File: src/rtl/control_ajustes.sv
// control_ajustes: debounces the gated front-panel commands and steps the frequency/current setpoints and the mode.
// Latency: raw command first sampled at edge k updates the setpoint and pulses cambio_o/limite_o at edge k+DEB_CYC+2.
// Backpressure: none; one press executes one step, and presses arriving while in HOLD (ocupado_o=1) are dropped.
//
// Ports:
//   clk, rst                  rising-edge clock, synchronous active-high reset
//   aumf_i / bajaf_i          frequency up / down command levels
//   aumC_i / bajaC_i          current up / down command levels
//   MODO_i                    mode-toggle command level
//   MRst_i                    restore-defaults command level
//   freq_o / corr_o           frequency / current setpoints (saturating)
//   modo_o                    operating mode
//   cambio_o                  one-cycle pulse: a setpoint or the mode changed
//   limite_o                  one-cycle pulse: a step was refused at a bound
//   ocupado_o                 high while waiting for all commands to be released
module control_ajustes #(
   parameter int unsigned DEB_CYC = 4,
   parameter int unsigned FREQ_W  = 4,
   parameter int unsigned CORR_W  = 4,
   parameter logic [FREQ_W-1:0] FREQ_MIN = FREQ_W'(0),
   parameter logic [FREQ_W-1:0] FREQ_MAX = FREQ_W'(15),
   parameter logic [CORR_W-1:0] CORR_MIN = CORR_W'(0),
   parameter logic [CORR_W-1:0] CORR_MAX = CORR_W'(15),
   parameter logic [FREQ_W-1:0] FREQ_RST = FREQ_W'(8),
   parameter logic [CORR_W-1:0] CORR_RST = CORR_W'(8)
) (
   input  logic              clk,
   input  logic              rst,
   input  logic              aumf_i,
   input  logic              bajaf_i,
   input  logic              aumC_i,
   input  logic              bajaC_i,
   input  logic              MODO_i,
   input  logic              MRst_i,
   output logic [FREQ_W-1:0] freq_o,
   output logic [CORR_W-1:0] corr_o,
   output logic              modo_o,
   output logic              cambio_o,
   output logic              limite_o,
   output logic              ocupado_o
);

   // Command vector bit positions, ordered by priority (bit 0 wins).
   localparam int unsigned NCMD    = 6;
   localparam int unsigned C_MRST  = 0;
   localparam int unsigned C_MODO  = 1;
   localparam int unsigned C_AUMF  = 2;
   localparam int unsigned C_BAJAF = 3;
   localparam int unsigned C_AUMC  = 4;
   localparam int unsigned C_BAJAC = 5;

   localparam int unsigned CNT_W = (DEB_CYC > 2) ? $clog2(DEB_CYC) : 1;
   localparam logic [CNT_W-1:0] CNT_LAST = CNT_W'(DEB_CYC - 1);

   typedef enum logic {
      ST_IDLE = 1'b0,
      ST_HOLD = 1'b1
   } state_t;

   logic [NCMD-1:0] cmd_raw;

   logic [NCMD-1:0]            sync1_q, sync1_d;
   logic [NCMD-1:0]            sync2_q, sync2_d;
   logic [NCMD-1:0]            acc_q, acc_d;
   logic [NCMD-1:0]            acc_prev_q, acc_prev_d;
   logic [NCMD-1:0][CNT_W-1:0] cnt_q, cnt_d;
   logic [NCMD-1:0]            press;

   state_t            state_q, state_d;
   logic [FREQ_W-1:0] freq_q, freq_d;
   logic [CORR_W-1:0] corr_q, corr_d;
   logic              modo_q, modo_d;
   logic              cambio_q, cambio_d;
   logic              limite_q, limite_d;
   logic              ocupado_q, ocupado_d;

   assign cmd_raw = {bajaC_i, aumC_i, bajaf_i, aumf_i, MODO_i, MRst_i};

   // Synchroniser and debounce. The counter measures how long the
   // synchronised level has disagreed with the accepted level; on the
   // DEB_CYC-th consecutive disagreement the accepted level follows.
   always_comb begin
      sync1_d    = cmd_raw;
      sync2_d    = sync1_q;
      acc_prev_d = acc_q;
      acc_d      = acc_q;
      cnt_d      = cnt_q;
      for (int i = 0; i < NCMD; i++) begin
         if (sync2_q[i] == acc_q[i]) begin
            cnt_d[i] = '0;
         end else if (cnt_q[i] == CNT_LAST) begin
            acc_d[i] = ~acc_q[i];
            cnt_d[i] = '0;
         end else begin
            cnt_d[i] = cnt_q[i] + CNT_W'(1);
         end
      end
   end

   assign press = acc_q & ~acc_prev_q;

   // Sequencer: IDLE executes the highest-priority press only, then HOLD
   // waits for every accepted level to drop so a held button steps once.
   always_comb begin
      state_d   = state_q;
      freq_d    = freq_q;
      corr_d    = corr_q;
      modo_d    = modo_q;
      cambio_d  = 1'b0;
      limite_d  = 1'b0;
      unique case (state_q)
         ST_IDLE: begin
            if (|press) begin
               state_d = ST_HOLD;
               if (press[C_MRST]) begin
                  // Always reported as a change, even if already at defaults.
                  freq_d   = FREQ_RST;
                  corr_d   = CORR_RST;
                  modo_d   = 1'b0;
                  cambio_d = 1'b1;
               end else if (press[C_MODO]) begin
                  modo_d   = ~modo_q;
                  cambio_d = 1'b1;
               end else if (press[C_AUMF]) begin
                  if (freq_q < FREQ_MAX) begin
                     freq_d   = freq_q + FREQ_W'(1);
                     cambio_d = 1'b1;
                  end else begin
                     limite_d = 1'b1;
                  end
               end else if (press[C_BAJAF]) begin
                  if (freq_q > FREQ_MIN) begin
                     freq_d   = freq_q - FREQ_W'(1);
                     cambio_d = 1'b1;
                  end else begin
                     limite_d = 1'b1;
                  end
               end else if (press[C_AUMC]) begin
                  if (corr_q < CORR_MAX) begin
                     corr_d   = corr_q + CORR_W'(1);
                     cambio_d = 1'b1;
                  end else begin
                     limite_d = 1'b1;
                  end
               end else begin
                  // Only bajaC can remain here.
                  if (corr_q > CORR_MIN) begin
                     corr_d   = corr_q - CORR_W'(1);
                     cambio_d = 1'b1;
                  end else begin
                     limite_d = 1'b1;
                  end
               end
            end
         end
         ST_HOLD: begin
            if (acc_q == '0) begin
               state_d = ST_IDLE;
            end
         end
         default: state_d = ST_IDLE;
      endcase
      ocupado_d = (state_d == ST_HOLD);
   end

   always_ff @(posedge clk) begin
      if (rst) begin
         sync1_q    <= '0;
         sync2_q    <= '0;
         acc_q      <= '0;
         acc_prev_q <= '0;
         cnt_q      <= '0;
         state_q    <= ST_IDLE;
         freq_q     <= FREQ_RST;
         corr_q     <= CORR_RST;
         modo_q     <= 1'b0;
         cambio_q   <= 1'b0;
         limite_q   <= 1'b0;
         ocupado_q  <= 1'b0;
      end else begin
         sync1_q    <= sync1_d;
         sync2_q    <= sync2_d;
         acc_q      <= acc_d;
         acc_prev_q <= acc_prev_d;
         cnt_q      <= cnt_d;
         state_q    <= state_d;
         freq_q     <= freq_d;
         corr_q     <= corr_d;
         modo_q     <= modo_d;
         cambio_q   <= cambio_d;
         limite_q   <= limite_d;
         ocupado_q  <= ocupado_d;
      end
   end

   assign freq_o    = freq_q;
   assign corr_o    = corr_q;
   assign modo_o    = modo_q;
   assign cambio_o  = cambio_q;
   assign limite_o  = limite_q;
   assign ocupado_o = ocupado_q;

endmodule
File: config.mk
export PLATFORM = sky130hd
export DESIGN_NAME = control_ajustes
export DESIGN_NICKNAME = d
export VERILOG_FILES = /design/src/rtl/control_ajustes.sv
export SDC_FILE = /design/constraint.sdc
export NUM_CORES = 1
export LEC_CHECK = 0
export CORE_ASPECT_RATIO = 2
export CORE_UTILIZATION = 55
export CTS_CLUSTER_SIZE = 10
export DETAILED_ROUTE_END_ITERATION = 8
export GPL_TIMING_DRIVEN = 0
export PLACE_DENSITY = 0.83
export SETUP_SLACK_MARGIN = 0.3
export SLEW_MARGIN = 5
export SYNTH_ARGS = -nofsm -noshare
export SYNTH_HDL_FRONTEND = slang
export SYNTH_SLANG_ARGS = --single-unit
File: constraint.sdc
create_clock -name clk -period 3 [get_ports clk]
set_input_delay 0.3 -clock clk [delete_from_list [all_inputs] [get_ports clk]]
set_output_delay 0.3 -clock clk [all_outputs]
set_load 0.01 [all_outputs]
======== After elaboration in Yosys (flattened, before gate mapping) ========
Index checks and enable logic that the tools add are counted.
operators by class
  reduce and logical (&&, ||, !) cells .... 23
  div/mod/pow operators ................... 0
  multiply operators ...................... 0
  bitwise logic cells ..................... 17
  order comparisons ....................... 4
  $add $sub $neg .......................... 10
  eq/ne operators ......................... 17
  shifts and indexed selects .............. 0
  muxes and demuxes ....................... 34
operators by type and width
  kind                   count
  $mux W4                13
  $reduce_or A3 Y1       7
  $mux W1                20
  $not A1 Y1             15
  $add A2 B1 Y2 const B  6
  $eq A2 B2 Y1 const B   6
  $reduce_and A2 Y1      6
  $reduce_bool A3 Y1     3
  $add A4 B1 Y4 const B  2
  $gt A4 B1 Y1 const B   2
  $lt A4 B4 Y1 const B   2
  $sub A4 B1 Y4 const B  2
  $reduce_and A7 Y1      1
  $and A6 B6 Y6          1
  $eq A1 B1 Y1           6
  $logic_not A6 Y1       1
  $ne A2 B2 Y1 const B   3
  $ne A3 B2 Y1 const B   2
  $not A6 Y6             1
  $reduce_and A6 Y1      1
  $reduce_or A6 Y1       1
  $reduce_or A5 Y1       1
  $reduce_and A3 Y1      1
  $pmux W1 S2            1
  $reduce_bool A2 Y1     1
storage, ports and cells
  register bits ........................... 48
  memories kept ........................... 0
  output and inout port bits .............. 12
  input port bits ......................... 8
  memory bits (read-only) ................. 0
  logic and storage cells ................. 126
  RAM bits ................................ 0
  bits in latches ......................... 0

======== Longest topological paths before layout ========
  depth after elaboration ................. 7
  mapped depth ............................ 8

======== Least setup slack after synthesis ========
Ideal clock, no wire load.
  path kind ............................... register to register
  start point ............................. register acc_q[4] (netlist: acc_prev_d[4])
  end point ............................... register corr_q[3] (netlist: corr_o[3])
  path buffers ............................ 1
  path slack .............................. 1.227 ns
  stages on the path, launching flop included .. 8
  data arrival time ....................... 1.701 ns
  required time ........................... 2.928 ns
  clock period less this slack ............ 1.773 ns
  cells stage by stage .................... dfxtp_1 > nand2b_1 > buf_6 > ha_1 > a31oi_1 > or2_1 > a2111oi_2 > mux2i_1
between the ends
  word-level cells in the longest chain between the ends .. 6
  elaborated cells between the ends (all ways) .. 10
ends and longest elaborated chain
  item                    RTL line  source
  start, declared         64        logic [NCMD-1:0] acc_q, acc_d;
  start signal, assigned  170       acc_q <= '0;
  start signal, assigned  183       acc_q <= acc_d;
  $and A6 B6 Y6 (*)       100       assign press = acc_q & ~acc_prev_q;
  $mux W4                 138       end else if (press[C_AUMC]) begin
  $mux W4                 131       end else if (press[C_BAJAF]) begin
  $mux W4                 124       end else if (press[C_AUMF]) begin
  $mux W4                 121       end else if (press[C_MODO]) begin
  $mux W4                 115       if (press[C_MRST]) begin
  end signal, assigned    188       corr_q <= corr_d;
  end, declared           71        logic [CORR_W-1:0] corr_q, corr_d;
Mark *: on every way between the ends. The rest lies on a longest branch, timed or not. The select of a mux whose other input is x is not followed.
A chain may end at the register's enable or synchronous reset.

======== Worst setup path after layout ========
Ends and elaborated chain as after synthesis.

==> summary.md <==
| Metric | Value |
|---|---|
| Worst setup margin | `1.028 ns` |
| Hold path depth | `1` |
| Ys Warns | `0` |
| Final Max Slew Viols | `0` |
| Ys flop type | `dfxtp_1` |
| FP Rows | `31` |
| Cells along the critical path | `nand2b_1 > buf_6 > ha_1 > a31oi_1 > or2_1 > a2111oi_2 > mux2i_1` |
| Area growth, synth to finish | `16.08%` |
| Clock sink count | `48` |
| Via density per instance | `5.531` |
| Reg power frac | `60.4%` |
| Initial antenna violation count | `0` |
| First-pass GRT wire length | `6.775 mm` |
| Placed cell count | `282` |
| LEAKAGE | `0.0009589 uW` |
| Commonest cells after routing, fill and taps aside | `dfxtp_1 (48), nor2_1 (22), nor2b_1 (20), clkdlybuf4s50_1 (19), ha_1 (10)` |
| Post-Syn Instances | `214` |
| Nets@finish | `258` |
| Final WL | `3.989 mm` |
| Number of global-route vias before repair | `1,525` |
| Cells on worst reg2reg path | `7` |
| Die Ht | `90.21 um` |
| Crit path max-delay cell type | `dfxtp_1` |
| Number of synthesized register bits | `48` |
| Register area | `960.9 sq um` |
| Number of port buffers | `19` |
| Reg2Reg Setup Slack | `1.03 ns` |
| Sum of buffers and inverters on the critical path | `1` |
| Antenna viol nets, final | `0` |
| Number of enable flip-flop cells after synthesis | `0` |
| Total core area | `3685 sq um` |
| Ant diodes | `0` |
| FMAX | `507.1 MHz` |
| Switching power | `226.8 uW` |
| Setup Fix Bufs, Post-CTS | `0` |
| Critical path launch point type | `flip-flop` |
| Status | `finished clean` |
| Number of DRC markers in iteration 0 | `44` |
| RSZ-0062 raised after global routing | `false` |
| Rel. slew slack | `44.86%` |
| Hold_sp | `cnt_q[10]` |
| Die Width | `46.10 um` |
| Worst setup path class | `reg -> reg` |
| P_int | `850.9 uW` |
| Vias | `1,604` |
| Async S/R FF share, synth | `0%` |
| Max Cap Viol | `0` |
| Die area | `4158 sq um` |
| Post-CTS Resized | `0` |
| Switching Fraction | `21.05%` |
| CP top delay family | `compound AO/OA/AOI/OAI gates` |
| Iteration count of the initial detailed-routing pass | `4` |
| Peak VDD IR | `0.4213 mV` |
| Clk root buf | `clkbuf_8` |
| Share of cells above drive strength 1 | `9.544%` |
| Clk pin slew, worst setup/hold paths | `0.09 ns` |
| Crit. path cell count | `7` |
| DR WL/cell | `13.76 um` |
| Routability cong. | `0.9134` |
| Gr ovfl total | `0` |
| Clock Path Buffers | `2` |
| CTS HTree Levels | `2` |
| Combinational power share | `3.5%` |
| HPWL after DPL | `3.041 mm` |
| Fin crit period | `1.972 ns` |
| CTS Buf Count | `5` |
| Period utilization | `65.74%` |
| Post-Layout Cell Count | `290` |
| Worst Clk Skew | `0.01246 ns` |
| DR DRC count | `0` |
| Syn_area_per_cell | `9.998 sq um` |
| Final hold vios | `0` |
| Final setup violation count | `0` |
| CTS tree | `built` |
| Worst-Skew Late Latency | `0.30 ns` |
| CP startpoint | `acc_prev_d[4]` |
| Synthesized area | `2140 sq um` |
| CP peak stage delay | `0.43 ns` |
| Post-synthesis cell type count | `45` |
| Commonest non-fill, non-tap cell in the layout | `dfxtp_1` |
| Crit end category | `flip-flop` |
| Critical R2R Launch | `acc_prev_d[4]` |
| Least-Margin Pin Slew | `0.8253 ns` |
| GR Util All Layers | `22.15%` |
| Register area share after synthesis | `44.91%` |
| CP max FO | `10` |
| CP Data Required Time | `3.23 ns` |
| Power per cell area | `433.9 nW/um^2` |
| Largest net degree at the start of global routing | `15` |
| Multi-input gate area | `1081 sq um` |
| Synth Net Count | `232` |
| IO Pins | `20` |
| Initial Utilization | `58.06%` |
| Hold WC Path Type | `reg -> reg` |
| Setup WS pre-CTS | `1.027 ns` |
| Number of fill cells | `305` |
| WP data arrival | `2.21 ns` |
| Clock power frac | `36.1%` |
| Cts hold-fix bufs | `0` |
| Setup TNS | `0 ns` |
## worst register-to-register path, stage by stage (launching register included)
cell and delay (ns):
dfxtp_1 0.43, nand2b_1 0.09, buf_6 0.15, ha_1 0.33, a31oi_1 0.10, or2_1 0.23
a2111oi_2 0.36, mux2i_1 0.22
## worst paths after layout
| path | endpoint |
|---|---|
| max reg2reg | corr_o[3] |
| max | corr_o[3] |
| min reg2reg | cnt_q[10] |
| min | cnt_q[10] |
## routing by layer
layer	part of all wire (%)	GRT usage (%)	vias to the layer above
li1	-	-	799
met3	2.3	4.016	15
met5	0	0	-
met2	56	38.03	39
met1	37	23.17	751
met4	4.2	12.75	0
## cell type report
cell class | instances | share of cell area [%]
multi-input combinational | 150 | 43.53
sequential | 48 | 38.69
buffer | 8 | 2.720
clock buffer | 6 | 3.325
timing repair buffer | 19 | 7.657
tap | 49 | 2.469
inverter | 8 | 1.209
clock inverter | 2 | 0.4030
## power by group through the flow
stage / clock network (uW) / registers (uW) / logic, uW
after floorplan: 0 / 665 / 22.4
after global placement: 0 / 665 / 37.4
after detailed placement: 0 / 666 / 38.2
after CTS: 398 / 651 / 38.5
after global routing: 427 / 652 / 42.2
final: 389 / 651 / 37.9
## per-stage QoR
stage          hold slack [ns]  utilization (%)  area (sq um)  power (uW)
2_1_floorplan           0.3974                -          2140       687.2
3_3_place_gp            0.4046            64.89          2391       702.7
3_5_place_dp            0.4114            64.89          2391       704.1
4_1_cts                 0.4228            67.40          2484        1087
5_1_grt                 0.4388            67.40          2484        1121
6_report                0.4165            67.40          2484        1078
## sequential cells by signal, summed over array words and instances (netlist names)
name	cells
sync1_q	6
acc_prev_q	6
freq_o	4
acc_prev_d	6
ocupado_o	1
cnt_q	12
modo_o	1
sync2_q	6
limite_o	1
cambio_o	1
corr_o	4
## synthesized netlist by cell type (3+ instances only)
| cell type | instances | area (sq um) |
|---|---|---|
| a21oi_1 | 5 | 25.02 |
| buf_6 | 5 | 56.30 |
| clkbuf_1 | 3 | 11.26 |
| dfxtp_1 | 48 | 960.9 |
| ha_1 | 10 | 125.1 |
| inv_1 | 8 | 30.03 |
| mux2i_1 | 8 | 80.08 |
| nand2_1 | 8 | 30.03 |
| nand2b_1 | 5 | 31.28 |
| nand4_1 | 3 | 18.77 |
| nor2_1 | 22 | 82.58 |
| nor2b_1 | 20 | 125.1 |
| nor3b_1 | 5 | 37.54 |
| o21ai_0 | 8 | 40.04 |
| or3_1 | 7 | 43.79 |
| or4_1 | 3 | 22.52 |
| xnor2_1 | 7 | 61.31 |
| xor2_1 | 3 | 26.28 |
## cells by family (layout without fill, tap and decap cells)
logic type / Yosys count / in the layout / synth area share [%]
xor gates and xnor gates: 10 / 10 / 4.094
buffers and inverters: 16 / 43 / 4.561
muxes: 10 / 10 / 5.497
and+or+nand+nor: 86 / 86 / 23.10
adders and majority gates: 10 / 10 / 5.848
DFF: 48 / 48 / 44.91
AOI/OAI and AO/OA: 34 / 34 / 11.99
Note: power is estimated with default switching activity, not from simulation.
